--- src/rtl/sub_serial_seq_pkg.sv ---
// Shared ALU definitions: nibble width and the serial subtract sequencer states.
package sub_serial_seq_pkg;

  localparam int NIBBLE_W = 4;

  typedef enum logic [1:0] {
    IDLE = 2'd0,
    RUN  = 2'd1,
    DONE = 2'd2
  } state_t;

endpackage

--- src/rtl/substractor_4bit.sv ---
// Gate-level 4-bit ripple subtractor: diff = a - b - bin, bout = borrow out of bit 3.
module substractor_4bit (
  input  logic [3:0] a,
  input  logic [3:0] b,
  input  logic       bin,
  output logic [3:0] diff,
  output logic       bout
);

  logic [4:0] chain;

  assign chain[0] = bin;

  genvar gi;
  generate
    for (gi = 0; gi < 4; gi++) begin : g_fs
      logic axb;
      assign axb           = a[gi] ^ b[gi];
      assign diff[gi]      = axb ^ chain[gi];
      // Borrow when a<b at this bit, or when equal and a borrow ripples in.
      assign chain[gi + 1] = (~a[gi] & b[gi]) | (~axb & chain[gi]);
    end
  endgenerate

  assign bout = chain[4];

endmodule

--- src/rtl/sub_serial_seq.sv ---
// Serial WIDTH-bit subtractor: reuses one 4-bit subtractor, LSB nibble first,
// chaining the borrow through a register between nibble steps.
module sub_serial_seq
  import sub_serial_seq_pkg::*;
#(
  parameter int WIDTH = 16
) (
  input  logic             i_clk,
  input  logic             i_rst,
  input  logic             i_valid,
  output logic             o_ready,
  input  logic [WIDTH-1:0] i_op1,
  input  logic [WIDTH-1:0] i_op2,
  input  logic             i_borrow,
  output logic             o_valid,
  input  logic             i_ready,
  output logic [WIDTH-1:0] o_sub,
  output logic             o_borrow,
  output logic             o_zero,
  output logic             o_ovf
);

  localparam int NIBBLES = WIDTH / NIBBLE_W;
  localparam int CNT_W   = (NIBBLES > 1) ? $clog2(NIBBLES) : 1;
  localparam logic [CNT_W-1:0] LAST = CNT_W'(NIBBLES - 1);

  state_t              state_reg, state_next;
  logic [WIDTH-1:0]    op1_reg, op2_reg, sub_reg, sub_next;
  logic                borrow_reg, zero_reg, ovf_reg;
  logic [CNT_W-1:0]    cnt_reg;
  logic [NIBBLE_W-1:0] nib_a, nib_b, nib_d;
  logic                nib_bout;
  logic                accept, last_step;

  assign accept    = (state_reg == IDLE) && i_valid;
  assign last_step = (state_reg == RUN) && (cnt_reg == LAST);

  // Select the operand nibbles addressed by the step counter.
  always_comb begin
    nib_a = '0;
    nib_b = '0;
    for (int i = 0; i < NIBBLES; i++) begin
      if (cnt_reg == CNT_W'(i)) begin
        nib_a = op1_reg[i*NIBBLE_W +: NIBBLE_W];
        nib_b = op2_reg[i*NIBBLE_W +: NIBBLE_W];
      end
    end
  end

  substractor_4bit u_sub (
    .a    (nib_a),
    .b    (nib_b),
    .bin  (borrow_reg),
    .diff (nib_d),
    .bout (nib_bout)
  );

  // Merge the fresh nibble into the result; other nibbles keep their value.
  genvar gi;
  generate
    for (gi = 0; gi < NIBBLES; gi++) begin : g_res
      assign sub_next[gi*NIBBLE_W +: NIBBLE_W] =
        ((state_reg == RUN) && (cnt_reg == CNT_W'(gi))) ? nib_d
                                                         : sub_reg[gi*NIBBLE_W +: NIBBLE_W];
    end
  endgenerate

  // Next-state and handshake decode.
  always_comb begin
    state_next = state_reg;
    o_ready    = 1'b0;
    o_valid    = 1'b0;
    case (state_reg)
      IDLE: begin
        o_ready = 1'b1;
        if (i_valid) state_next = RUN;
      end
      RUN: begin
        if (cnt_reg == LAST) state_next = DONE;
      end
      DONE: begin
        o_valid = 1'b1;
        if (i_ready) state_next = IDLE;
      end
      default: state_next = IDLE;
    endcase
  end

  // State, operand latch, nibble step and final flag capture.
  always_ff @(posedge i_clk) begin
    if (i_rst) begin
      state_reg  <= IDLE;
      op1_reg    <= '0;
      op2_reg    <= '0;
      sub_reg    <= '0;
      borrow_reg <= 1'b0;
      zero_reg   <= 1'b0;
      ovf_reg    <= 1'b0;
      cnt_reg    <= '0;
    end else begin
      state_reg <= state_next;
      if (accept) begin
        op1_reg    <= i_op1;
        op2_reg    <= i_op2;
        borrow_reg <= i_borrow;
        cnt_reg    <= '0;
      end else if (state_reg == RUN) begin
        sub_reg    <= sub_next;
        borrow_reg <= nib_bout;
        if (last_step) begin
          // Flags look at the fully assembled result, so use sub_next here.
          zero_reg <= (sub_next == '0);
          ovf_reg  <= (op1_reg[WIDTH-1] != op2_reg[WIDTH-1]) &&
                      (sub_next[WIDTH-1] != op1_reg[WIDTH-1]);
        end else begin
          cnt_reg <= cnt_reg + 1'b1;
        end
      end
    end
  end

  assign o_sub    = sub_reg;
  assign o_borrow = borrow_reg;
  assign o_zero   = zero_reg;
  assign o_ovf    = ovf_reg;

endmodule

--- config.mk ---
export PLATFORM = sky130hd
export DESIGN_NAME = sub_serial_seq
export DESIGN_NICKNAME = d
export VERILOG_FILES = /design/src/rtl/sub_serial_seq_pkg.sv /design/src/rtl/substractor_4bit.sv /design/src/rtl/sub_serial_seq.sv
export SDC_FILE = /design/constraint.sdc
export NUM_CORES = 1
export LEC_CHECK = 0
export CORE_ASPECT_RATIO = 0.9
export CORE_UTILIZATION = 25
export CTS_CLUSTER_SIZE = 8
export DETAILED_ROUTE_END_ITERATION = 12
export SLEW_MARGIN = 15
export SYNTH_ARGS = -nofsm -noshare
export SYNTH_HDL_FRONTEND = slang
export SYNTH_SLANG_ARGS = --single-unit
export TNS_END_PERCENT = 5
--- constraint.sdc ---
create_clock -name i_clk -period 4.75 [get_ports i_clk]
set_input_delay 0.95 -clock i_clk [delete_from_list [all_inputs] [get_ports i_clk]]
set_output_delay 0.95 -clock i_clk [all_outputs]
set_load 0.05 [all_outputs]
==> metrics <==
CP peak stage delay ~0.6 ns; Net Sw Frac ~28%; Seq pwr share between 40% and 50%; Max-Cap Viols 0; Clk pwr share between 20 and 30%; share of cells above drive strength 1 between 4 and 5%; Final Critical Period ~4.3 ns; Resized Gates After CTS 0; Tot GR Track Use around an eighth; endpoint type of the worst setup path flop; most used cell, CP fa_1; Post-Synthesis Cells between 300 and 400; net switching power 0.0002896 W; CP startpoint kind flop; sequential share of the synthesized area 44.20%; Syn Nets 346; total grt overflow 0; design area between 3000 and 4000 um2; WL per Instance ~13 um; TNS Setup 0 ns; DP HPWL 4.492 mm; Initial DRC Count between 80 and 90; worst reg2reg endpoint o_zero$_SDFFE_PP0P_; Non-Filler Instances roughly 470; placed cell count 464; actual slew at the worst max-slew pin around 1.1 ns; vias in the first global route 2143; Antenna diodes 0; CTS Hold Bufs 0; I/O Pins between 50 and 60; die span in x ~110 um; routed wire length a little over 6 mm; post-route antenna net violation count 0; Via density 4.529; wl on met1 between 2 and 3 mm; row cnt 34; Max Fclk about 230 MHz; period utilisation layout about nine tenths; Slew HR roughly 28%; hold worst-path end op2_reg[1]$_SDFFE_PP0P_; hold slack final between 0.4 and 0.5 ns; Initial Util approximately 26%; crit path max fanout 17; post-synthesis cell area between 2000 and 2500 um2; CTS tree built; maximum buffer depth of the clock tree 2; combinational share of power a little over a fifth; root buf cell clkbuf_8; met3 wire len 258 um; Pleak around 1.3 nW; worst-skew pair later-pin latency between 0.3 and 0.4 ns; WP data arrival roughly 4.5 ns; CTS buffer count 5; GPL Wtd Cong between 0.7 and 0.8; final hold violations 0; Clock Sinks between 50 and 60; die area between 10000 and 15000 um2; number of distinct library cells after synthesis 31; final net count 390; crit path kind flop to flop; RSZ-0062 raised after global routing no; # DRC 0; H-tree depth 2; DR pass1 iterations 4; r2r setup slk between 0.4 and 0.5 ns; Peak VDD IR 0.0001457 V; post-CTS setup buffers 0; Mean Syn Cell Area ~8.3 um2; global-route wire length before repair just over 10 mm; Final Max Tran Viols 0; Core ar. ~9700 um2; endpoints failing setup 0; IO buf count 57; DR vias around 2.1k; status finished, final reports clean; YS warnings 0; Detail Route met2 WL between 2 and 3 mm; CTS clk-pin slew, worst paths ~0.10 ns; Yosys reg bits between 50 and 60; pwr/cell area roughly 320 nW/um2; antenna violations before repair 0; chip height approximately 97 um; highest-delay cell along the critical path fa_1; cell depth of the worst flop-to-flop path 13; uppermost layer routed met4; Area Overhead vs Synth 29.43%; hold crit path type flop to flop; Pint 0.0007313 W; Hold Path Depth 2; Placed Area 3118 um2; Critical R2R Launch cnt_reg[0]$_SDFFE_PP0P_; Hold Crit Start op2_reg[1]$_SDFFE_PP0P_; overall power between 0.001 and 0.0015 W; required time of the critical path 4.99 ns; Final Skew between 0.008 and 0.009 ns; Cell Chain, Critical Path ha_1 > nand3b_1 > a21oi_1 > a21oi_1 > o21ai_1 > fa_1 > fa_1 > fa_1 > fa_1 > or4_4 > nor2_1 > a31oi_1 > o31ai_2; largest net degree at the start of global routing between 50 and 60
## layout by cell type (no fill, tap or decap), drive strengths merged, types with 2 or more instances in the layout
master	instances
a21oi	49
a221oi	4
buf	2
clkbuf	5
clkdlybuf4s50	56
dfxtp	55
fa	4
ha	4
inv	3
mux2i	16
nand2	77
nand3b	9
nor2	23
nor2b	10
nor3	8
nor4	3
o21ai	4
## Yosys cell counts
library cell  number  area share, %
a31oi_1            1           0.25
ha_1               4            2.0
fa_1               4            3.2
a21oi_1           49            9.8
buf_4              4            1.2
a211oi_1           1           0.30
buf_1              1           0.15
xnor2_1            1           0.35
nor3_1             8            1.6
mux2i_1           16            6.4
or4_4              1           0.45
nor2b_1           10            2.5
nand2b_1           1           0.25
nor4_1             3           0.75
clkbuf_1          13            2.0
buf_6              1           0.45
o31ai_2            1           0.50
nor2_1            23            3.5
nor3b_2            1           0.50
o21ai_1            4           0.80
nand3b_1           7            2.1
nand2_1           77             12
o41ai_1            1           0.35
buf_2              2           0.40
dfxtp_1           55             44
a221oi_1           4            1.4
o211ai_1           1           0.30
o21bai_1           1           0.30
nand3b_4           2            1.6
inv_1              3           0.45
and2_1             1           0.25
## kinds of logic after synthesis
group / count (synthesis) / synth area share [%]
simple gates: 134 / 25.11
compound gates: 63 / 14.06
flops: 55 / 44.20
buf+inv: 24 / 4.621
mux: 16 / 6.429
fa+ha+maj: 8 / 5.224
xor+xnor: 1 / 0.3516
## worst max-delay path by stage
| stage | from | to | slack (ns) |
|---|---|---|---|
| global route | cnt_reg[1]$_SDFFE_PP0P_ | o_zero$_SDFFE_PP0P_ | 0.19 |
| global placement | cnt_reg[1]$_SDFFE_PP0P_ | o_zero$_SDFFE_PP0P_ | 0.64 |
| detailed placement | cnt_reg[0]$_SDFFE_PP0P_ | o_zero$_SDFFE_PP0P_ | 0.51 |
| floorplan | cnt_reg[0]$_SDFFE_PP0P_ | o_zero$_SDFFE_PP0P_ | 0.75 |
| CTS | cnt_reg[0]$_SDFFE_PP0P_ | o_zero$_SDFFE_PP0P_ | 0.48 |
| finish | cnt_reg[0]$_SDFFE_PP0P_ | o_zero$_SDFFE_PP0P_ | 0.45 |
## routing by layer
layer	vias to the layer above	track usage, %
li1	1094	-
met1	984	16.44
met2	49	20.79
met3	6	2.763
met4	0	3.899
met5	-	0
## power groups by stage
stage | sequential [W] | combinational [W] | clock, W
floorplan | 0.000525 | 0.000133 | 0
global placement | 0.000515 | 0.000211 | 0
CTS | 0.000504 | 0.000219 | 0.000312
global route | 0.000508 | 0.000237 | 0.000331
finish | 0.000504 | 0.000215 | 0.000301
detailed placement | 0.000515 | 0.000218 | 0
## worst max-delay path, delay by kind of cell (launching register included)
family,cells,cell delay [ns]
fa+ha+maj,5,2.37
simple gates,3,0.86
compound gates,5,0.60
flops,1,0.41
## cell type report
class | count | area, um2
clock inverters | 2 | 37.54
well taps | 126 | 157.7
inverters | 3 | 11.26
repair buffers | 58 | 573.1
clock buffers | 5 | 68.82
fillers | 1007 | 6432
flip-flops and latches | 55 | 1101
multi-input cells | 222 | 1275
## through the flow
step	setup WS (ns)	util [%]
2_1_floorplan	0.7492	-
3_3_place_gp	0.6420	32.29
3_5_place_dp	0.5058	32.29
4_1_cts	0.4754	33.39
5_1_grt	0.1890	33.39
6_report	0.4451	33.39
No activity file was read; power rests on OpenSTA's default activity.
